==> src/rtl/insmem_arbiter.sv <==
// insmem_arbiter: shares the single-port instruction BRAM between the fetch
// stage and a debug read port. Fetch has fixed priority, and a starvation
// counter forces a debug grant after STARVE_LIMIT denied cycles. Each read
// is tagged with its owner so the response returns to the port that issued it.
module insmem_arbiter #(
    parameter int ADDR_WIDTH   = 32,
    parameter int DATA_WIDTH   = 32,
    parameter int STARVE_LIMIT = 4
) (
    input  logic                  clk,
    input  logic                  rst_n,
    input  logic                  fetch_req,
    input  logic [ADDR_WIDTH-1:0] fetch_addr,
    output logic                  fetch_ready,
    output logic                  fetch_valid,
    output logic [DATA_WIDTH-1:0] fetch_data,
    input  logic                  dbg_req,
    input  logic [ADDR_WIDTH-1:0] dbg_addr,
    output logic                  dbg_ready,
    output logic                  dbg_valid,
    output logic [DATA_WIDTH-1:0] dbg_data,
    output logic [ADDR_WIDTH-1:0] mem_addr,
    input  logic [DATA_WIDTH-1:0] mem_rdata
);

    localparam logic [1:0] IDLE  = 2'd0;
    localparam logic [1:0] FETCH = 2'd1;
    localparam logic [1:0] DBG   = 2'd2;

    localparam logic [3:0] LIMIT = 4'(STARVE_LIMIT);

    logic [1:0]            state;
    logic [1:0]            state_nxt;
    logic [3:0]            starve_cnt;
    logic [ADDR_WIDTH-1:0] addr_q;
    logic [DATA_WIDTH-1:0] fetch_hold;
    logic [DATA_WIDTH-1:0] dbg_hold;
    logic                  dbg_wins;
    logic                  fetch_grant;
    logic                  dbg_grant;

    // Grant decision: fetch priority unless debug has been starved to the limit
    always_comb begin
        dbg_wins    = dbg_req && (!fetch_req || (starve_cnt == LIMIT));
        dbg_grant   = rst_n && dbg_wins;
        fetch_grant = rst_n && fetch_req && !dbg_wins;
        fetch_ready = fetch_grant;
        dbg_ready   = dbg_grant;
        if (fetch_grant) begin
            mem_addr = fetch_addr;
        end else if (dbg_grant) begin
            mem_addr = dbg_addr;
        end else begin
            mem_addr = addr_q;
        end
        if (fetch_grant) begin
            state_nxt = FETCH;
        end else if (dbg_grant) begin
            state_nxt = DBG;
        end else begin
            state_nxt = IDLE;
        end
    end

    // Owner tag, starvation counter and last-granted address
    always_ff @(posedge clk) begin
        if (!rst_n) begin
            state      <= IDLE;
            starve_cnt <= '0;
            addr_q     <= '0;
        end else begin
            state  <= state_nxt;
            addr_q <= mem_addr;
            if (dbg_req && !dbg_grant) begin
                starve_cnt <= (starve_cnt == LIMIT) ? LIMIT : starve_cnt + 4'd1;
            end else begin
                starve_cnt <= '0;
            end
        end
    end

    // The BRAM word arrives in the cycle after accept, so the response cycle
    // forwards mem_rdata directly and the hold register keeps it afterwards.
    // Valids are masked by rst_n so a read accepted just before reset never pulses.
    always_comb begin
        fetch_valid = rst_n && (state == FETCH);
        dbg_valid   = rst_n && (state == DBG);
        fetch_data  = fetch_valid ? mem_rdata : fetch_hold;
        dbg_data    = dbg_valid   ? mem_rdata : dbg_hold;
    end

    // Capture each port's response word so it holds until that port's next read
    always_ff @(posedge clk) begin
        if (!rst_n) begin
            fetch_hold <= '0;
            dbg_hold   <= '0;
        end else begin
            if (fetch_valid) begin
                fetch_hold <= mem_rdata;
            end
            if (dbg_valid) begin
                dbg_hold <= mem_rdata;
            end
        end
    end

endmodule

==> config.mk <==
export PLATFORM = sky130hd
export DESIGN_NAME = insmem_arbiter
export DESIGN_NICKNAME = d
export VERILOG_FILES = /design/src/rtl/insmem_arbiter.sv
export SDC_FILE = /design/constraint.sdc
export NUM_CORES = 1
export LEC_CHECK = 0
export BUFFER_PORTS_ARGS = -buffer_cell sky130_fd_sc_hd__buf_4
export CORE_ASPECT_RATIO = 0.7
export CORE_MARGIN = 1
export CORE_UTILIZATION = 40
export CTS_CLUSTER_DIAMETER = 150
export CTS_CLUSTER_SIZE = 40
export DETAILED_ROUTE_END_ITERATION = 10
export HOLD_SLACK_MARGIN = 0.08
export MAX_ROUTING_LAYER = met4
export PLACE_DENSITY = 0.67
export SYNTH_ARGS = -nofsm -noshare
export SYNTH_HDL_FRONTEND = slang
export SYNTH_SLANG_ARGS = --single-unit
==> constraint.sdc <==
create_clock -name clk -period 2.1 [get_ports clk]
set_input_delay 0.42 -clock clk [delete_from_list [all_inputs] [get_ports clk]]
set_output_delay 0.42 -clock clk [all_outputs]
set_load 0.01 [all_outputs]
-- Word level (Yosys, flattened, before mapping)
Cells that the tools add are included.
- input port bits: 100
- word-level logic and storage cells: 34
- bits in registers: 102
- reduce and logical (&&, ||, !) cells: 14
- bitwise logic cells: 2
- mux-type cells: 7
- equal/unequal tests: 3
- add/sub/neg operators: 1
- operator list (kind ; count):
    $mux 32 ; 4
    $logic_and 1x1->1 ; 7
    $add 4x1->4 const B ; 1
    $eq 4x3->1 const B ; 1
    $logic_not 1->1 ; 3
    $mux 3 ; 1
    $reduce_or 3->1 ; 1
    $eq 2x1->1 const B ; 1
    $eq 2x2->1 const B ; 1
    $mux 2 ; 1
    $not 1->1 ; 2
    $reduce_and 2->1 ; 1
    $reduce_or 2->1 ; 1
    $logic_or 1x1->1 ; 1
    $mux 1 ; 1

-- Logic depth before layout (Yosys ltp)
- word-level depth: 8
- gate-level depth with buffers: 7
- depth with buffers taken out: 5

-- Worst setup path after synthesis
OpenSTA, ideal clock, no wires.
- path kind: input to output
- start: input port rst_n
- end: output port mem_addr[22]
- arrival time: 1.393 ns
- setup slack: 0.287 ns
- stages: 7
- path buffers: 4
- required time: 1.680 ns
- cell sequence: buf_6 > and2_4 > buf_6 > and2_4 > buf_6 > buf_6 > o21ai_2
- cells in the longest elaborated chain, start to end: 3
- ends and longest elaborated chain (element ; line ; text):
    from (decl) ; 11 ; input logic rst_n,
    $logic_and 1x1->1 (2 in a row) ; 46 ; fetch_grant = rst_n && fetch_req && !dbg_wins;
    named net fetch_ready ; 14 ; output logic fetch_ready,
    $mux 32 ; 49 ; if (fetch_grant) begin
    to (decl) ; 22 ; output logic [ADDR_WIDTH-1:0] mem_addr,
The timed path passes the listed nets, and every way through them passes these cells.

-- Final worst setup path
- start: register starve_cnt[0]
- end: output port mem_addr[7]
- cells in the longest elaborated chain, start to end: 6
- ends and longest elaborated chain (element ; line ; text):
    from (decl) ; 34 ; logic [3:0] starve_cnt;
    from (signal assigned) ; 75 ; starve_cnt <= (starve_cnt == LIMIT) ? LIMIT : starve_cnt + 4'd1;
    $eq 4x3->1 * ; 44 ; dbg_wins = dbg_req && (!fetch_req || (starve_cnt == LIMIT));
    $logic_or 1x1->1 * ; 44 ;
    $logic_and 1x1->1 * ; 44 ;
    $logic_and 1x1->1 / $logic_not 1->1 (equally long branches) ; 45, 46 ;
    $mux 32 / $logic_and 1x1->1 (equally long branches) ; 51, 46 ;
    $mux 32 * ; 49 ;
Every way passes the cells marked *; elsewhere a longest branch is shown, timed or not.

==> metrics.md <==
| Metric | Value |
|---|---|
| Area of the mapped netlist | 5199 µm² |
| Detailed Routing Iterations Pass 1 | 8 |
| Clock latency on the worst-skew pair | 0.34 ns |
| Violation count after the first detailed-route iteration | 183 |
| Layout net count | 792 |
| Via count of the routed design | 4,397 |
| Die Wd | 138.3 µm |
| Area of combinational cells with multiple inputs | 3029 µm² |
| Reg area | 2044 µm² |
| Maximum clock path buffer count | 2 |
| Slew at the pin closest to its max-slew limit | 0.5455 ns |
| Mean number of vias per cell | 5.131 |
| Number of cells in the finished layout apart from fillers | 857 |
| Leak | 0.003648 µW |
| Power per unit of standard cell area | 621.4 nW/µm² |
| Residual DRC count | 28 |
| Failing checks | DRC |
| Most frequent standard cell in the layout excluding fill and tap cells | sky130_fd_sc_hd__buf_4 |
| Number of nets with antenna violations after routing | 0 |
| Clock tree from TritonCTS | built |
| I/O Pins | 200 |
| Busiest grt layer | met2 |
| H-tree levels | 3 |
| Count of buffers from port buffering | 199 |
| TritonCTS sink count | 102 |
| Hold buffers post-CTS | 0 |
| Delay of the slowest critical-path stage | 0.32 ns |
| Maximum number of pins on one net before global-route repair | 67 |
| Number of instances in the synthesized netlist | 492 |
| Critical path launch point type | flip-flop |
| Count of buffering cells on the critical path with inverters included | 3 |
| Run status | finished, violations left |
| Max-cap viol count | 0 |
| Sum of overflow across all layers after global routing | 0 |
| Routability-driven placement congestion ratio | 0.7990 |
| Share of post-route cells with drive strength above 1 | 52.09% |
| Met3 global-route usage | 5.323% |
| YS warnings | 0 |
| RSZ-0062 raised after global routing | true |
| DIE HEIGHT | 97.38 µm |
| Routing usage on met2 | 33.63% |
| Time the worst path needs with I/O delays and setup | 2.074 ns |
| Wire length of the first global-routing pass | 22,290 µm |
| Number of max-slew violations in the final report | 0 |
| Initial core utilization | 41.43% |
| Layout overhead on the synthesized area | 44.57% |
| Crit path required time | 1.68 ns |
| Final cycle utilization of the critical path | 98.77% |
| Via count of the first global-routing pass | 4,378 |
| Instance count after placement with tap cells included | 829 |
| Cell chosen for the clock root | sky130_fd_sc_hd__clkbuf_16 |
| Number of rows in the core area | 34 |
| Inserted Diodes | 0 |
| Clock transition at path regs | 0.07 ns |
| Maximum clock frequency | 482.1 MHz |
| Setup-failing EPs final | 0 |
| Syn_area_per_cell | 10.57 µm² |
| Post-Route Skew | 0.007378 ns |
| Post-detailed-routing wire length | 14,070 µm |
| Cells traversed along the worst timing path | inv_2, ha_4, nand4b_4, and2_4, buf_12, o21ai_4, buf_6 |
| Layout filler cell count | 1,070 |
| Met1 Usage GRT | 27.08% |
| Worst setup path category | reg2out |
| Sequential area share after synthesis | 39.28% |
| Largest driver fanout on the critical path | 5 |
| Final TNS setup | 0 ns |
| Flip-flop and latch count after synthesis | 102 |
| Delay-heaviest family, CP | simple AND/OR/NAND/NOR gates |
| Aggregate global-route resource usage | 21.32% |
| Class of the most critical hold timing path | in2reg |
| Post-DR wirelength/cell | 16.42 µm |
| Number of nets in the synthesized netlist | 594 |
| Slowest cell on crit path | sky130_fd_sc_hd__dfxtp_2 |
| Initial antenna violation count | 0 |
| Worst slew slack as a fraction of its limit | 63.63% |
| Final HPWL from detailed placement | 9820 µm |
| Number of buffers created by CTS | 9 |
| Endpoint type of the worst setup path | primary output |
| Peak supply drop | 0.0004153 V |
| DIE AREA | 13,460 µm² |
| Crit path arrival time | 1.65 ns |
| Placeable Area | 12,550 µm² |
| Top library cells by usage in the layout, fill and taps aside | sky130_fd_sc_hd__buf_4 (203), sky130_fd_sc_hd__dfxtp_1 (100), sky130_fd_sc_hd__and2_1 (66), sky130_fd_sc_hd__mux2_4 (58) |
| Library cells used by synthesis | 26 |
| Final hold vios | 0 |
-- worst register-to-register path, cell delays in order (launching register included) --
cell	delay, ns
sky130_fd_sc_hd__dfxtp_2	0.32
sky130_fd_sc_hd__inv_2	0.06
sky130_fd_sc_hd__ha_4	0.15
sky130_fd_sc_hd__nand4b_4	0.13
sky130_fd_sc_hd__buf_6	0.15
sky130_fd_sc_hd__buf_12	0.15
sky130_fd_sc_hd__and2_1	0.19
sky130_fd_sc_hd__buf_12	0.17
sky130_fd_sc_hd__o21ai_0	0.21
-- flip-flops by register name, summed over array words and instances, names as in the netlist --
| register | flops |
|---|---|
| addr_q | 32 |
| fetch_hold | 32 |
| starve_cnt | 4 |
| state | 2 |
| dbg_hold | 32 |
-- synth_stat cells --
master                       n  share of area [%]
sky130_fd_sc_hd__a21oi_1     3               0.29
sky130_fd_sc_hd__mux2_4     58                 17
sky130_fd_sc_hd__and2_4      2               0.34
sky130_fd_sc_hd__inv_1       6               0.43
sky130_fd_sc_hd__buf_2       7               0.67
sky130_fd_sc_hd__nor2_1      4               0.29
sky130_fd_sc_hd__nor3_1      1              0.096
sky130_fd_sc_hd__nand2_1     1              0.072
sky130_fd_sc_hd__clkbuf_1   19                1.4
sky130_fd_sc_hd__o211ai_1   32                4.6
sky130_fd_sc_hd__nand4b_2    1               0.29
sky130_fd_sc_hd__dfxtp_1   102                 39
sky130_fd_sc_hd__nand2b_1   32                3.9
sky130_fd_sc_hd__o21ai_0    35                3.4
sky130_fd_sc_hd__nand3b_4    2               0.77
sky130_fd_sc_hd__buf_6      12                2.6
sky130_fd_sc_hd__buf_4       3               0.43
sky130_fd_sc_hd__nand3b_1    1               0.14
sky130_fd_sc_hd__mux2_2      6                1.3
sky130_fd_sc_hd__o21ai_2    29                4.9
sky130_fd_sc_hd__and2_1     66                7.9
sky130_fd_sc_hd__nand2_2     1               0.12
sky130_fd_sc_hd__nand3_1    34                3.3
sky130_fd_sc_hd__mux2i_1    32                6.2
sky130_fd_sc_hd__ha_1        2               0.48
sky130_fd_sc_hd__xnor2_1     1               0.17
-- through the flow --
step / utilization, % / total power [µW] / setup slack [ns] / hold WS [ns] / area [µm²]
floorplan: - / 2572 / 0.2865 / 0.4300 / 5199
global placement: 54.76 / 2989 / 0.1775 / 0.4469 / 6872
detailed placement: 54.76 / 3010 / 0.1469 / 0.4620 / 6872
CTS: 58.85 / 4691 / -0.005493 / 0.3000 / 7386
global route: 59.89 / 4885 / -0.04405 / 0.3199 / 7516
finish: 59.89 / 4671 / 0.02574 / 0.3332 / 7516
-- kinds of logic after synthesis --
group	synth area share, %
buf+inv	5.511
fa+ha+maj	0.4813
xor+xnor	0.1685
flops	39.28
compound gates	13.16
mux	24.21
simple gates	17.18
-- cell type report --
type / count / share of cell area, %
multi-input cells: 344 / 40.30
flip-flops and latches: 102 / 27.20
repair buffers: 227 / 25.59
clock buffers: 11 / 3.363
well taps: 162 / 2.697
clock inverters: 5 / 0.5494
inverters: 6 / 0.2997
-- timing repair --
| action | CTS | global route |
|---|---|---|
| pin swaps | 8 | 23 |
| resized for setup | 24 | 25 |
| endpoints found under the setup margin | 33 | 32 |
| cloned | 3 | 0 |
| setup buffers | 8 | 1 |
-- worst paths after layout --
check | start | end | slack, ns | cells after the start
max | starve_cnt[0] | mem_addr[7] | 0.03 | 7
min | fetch_req | state[1] | 0.33 | 2
max reg2reg | starve_cnt[0] | addr_q[29] | 0.49 | 8
min reg2reg | starve_cnt[0] | starve_cnt[0] | 0.53 | 2
-- routing by layer --
metal / vias to the layer above / wire (µm)
li1: 2117 / -
met1: 2095 / 6324
met2: 173 / 6558
met3: 12 / 1033
met4: 0 / 157
met5: - / 0
-- power breakdown --
part           internal [µW]  switching [µW]  total, µW
logic                    556             444       1000
clock network            878             742       1620
registers               2020            35.9       2050
total                   3450            1220       4670
(Power assumes the default switching activity.)
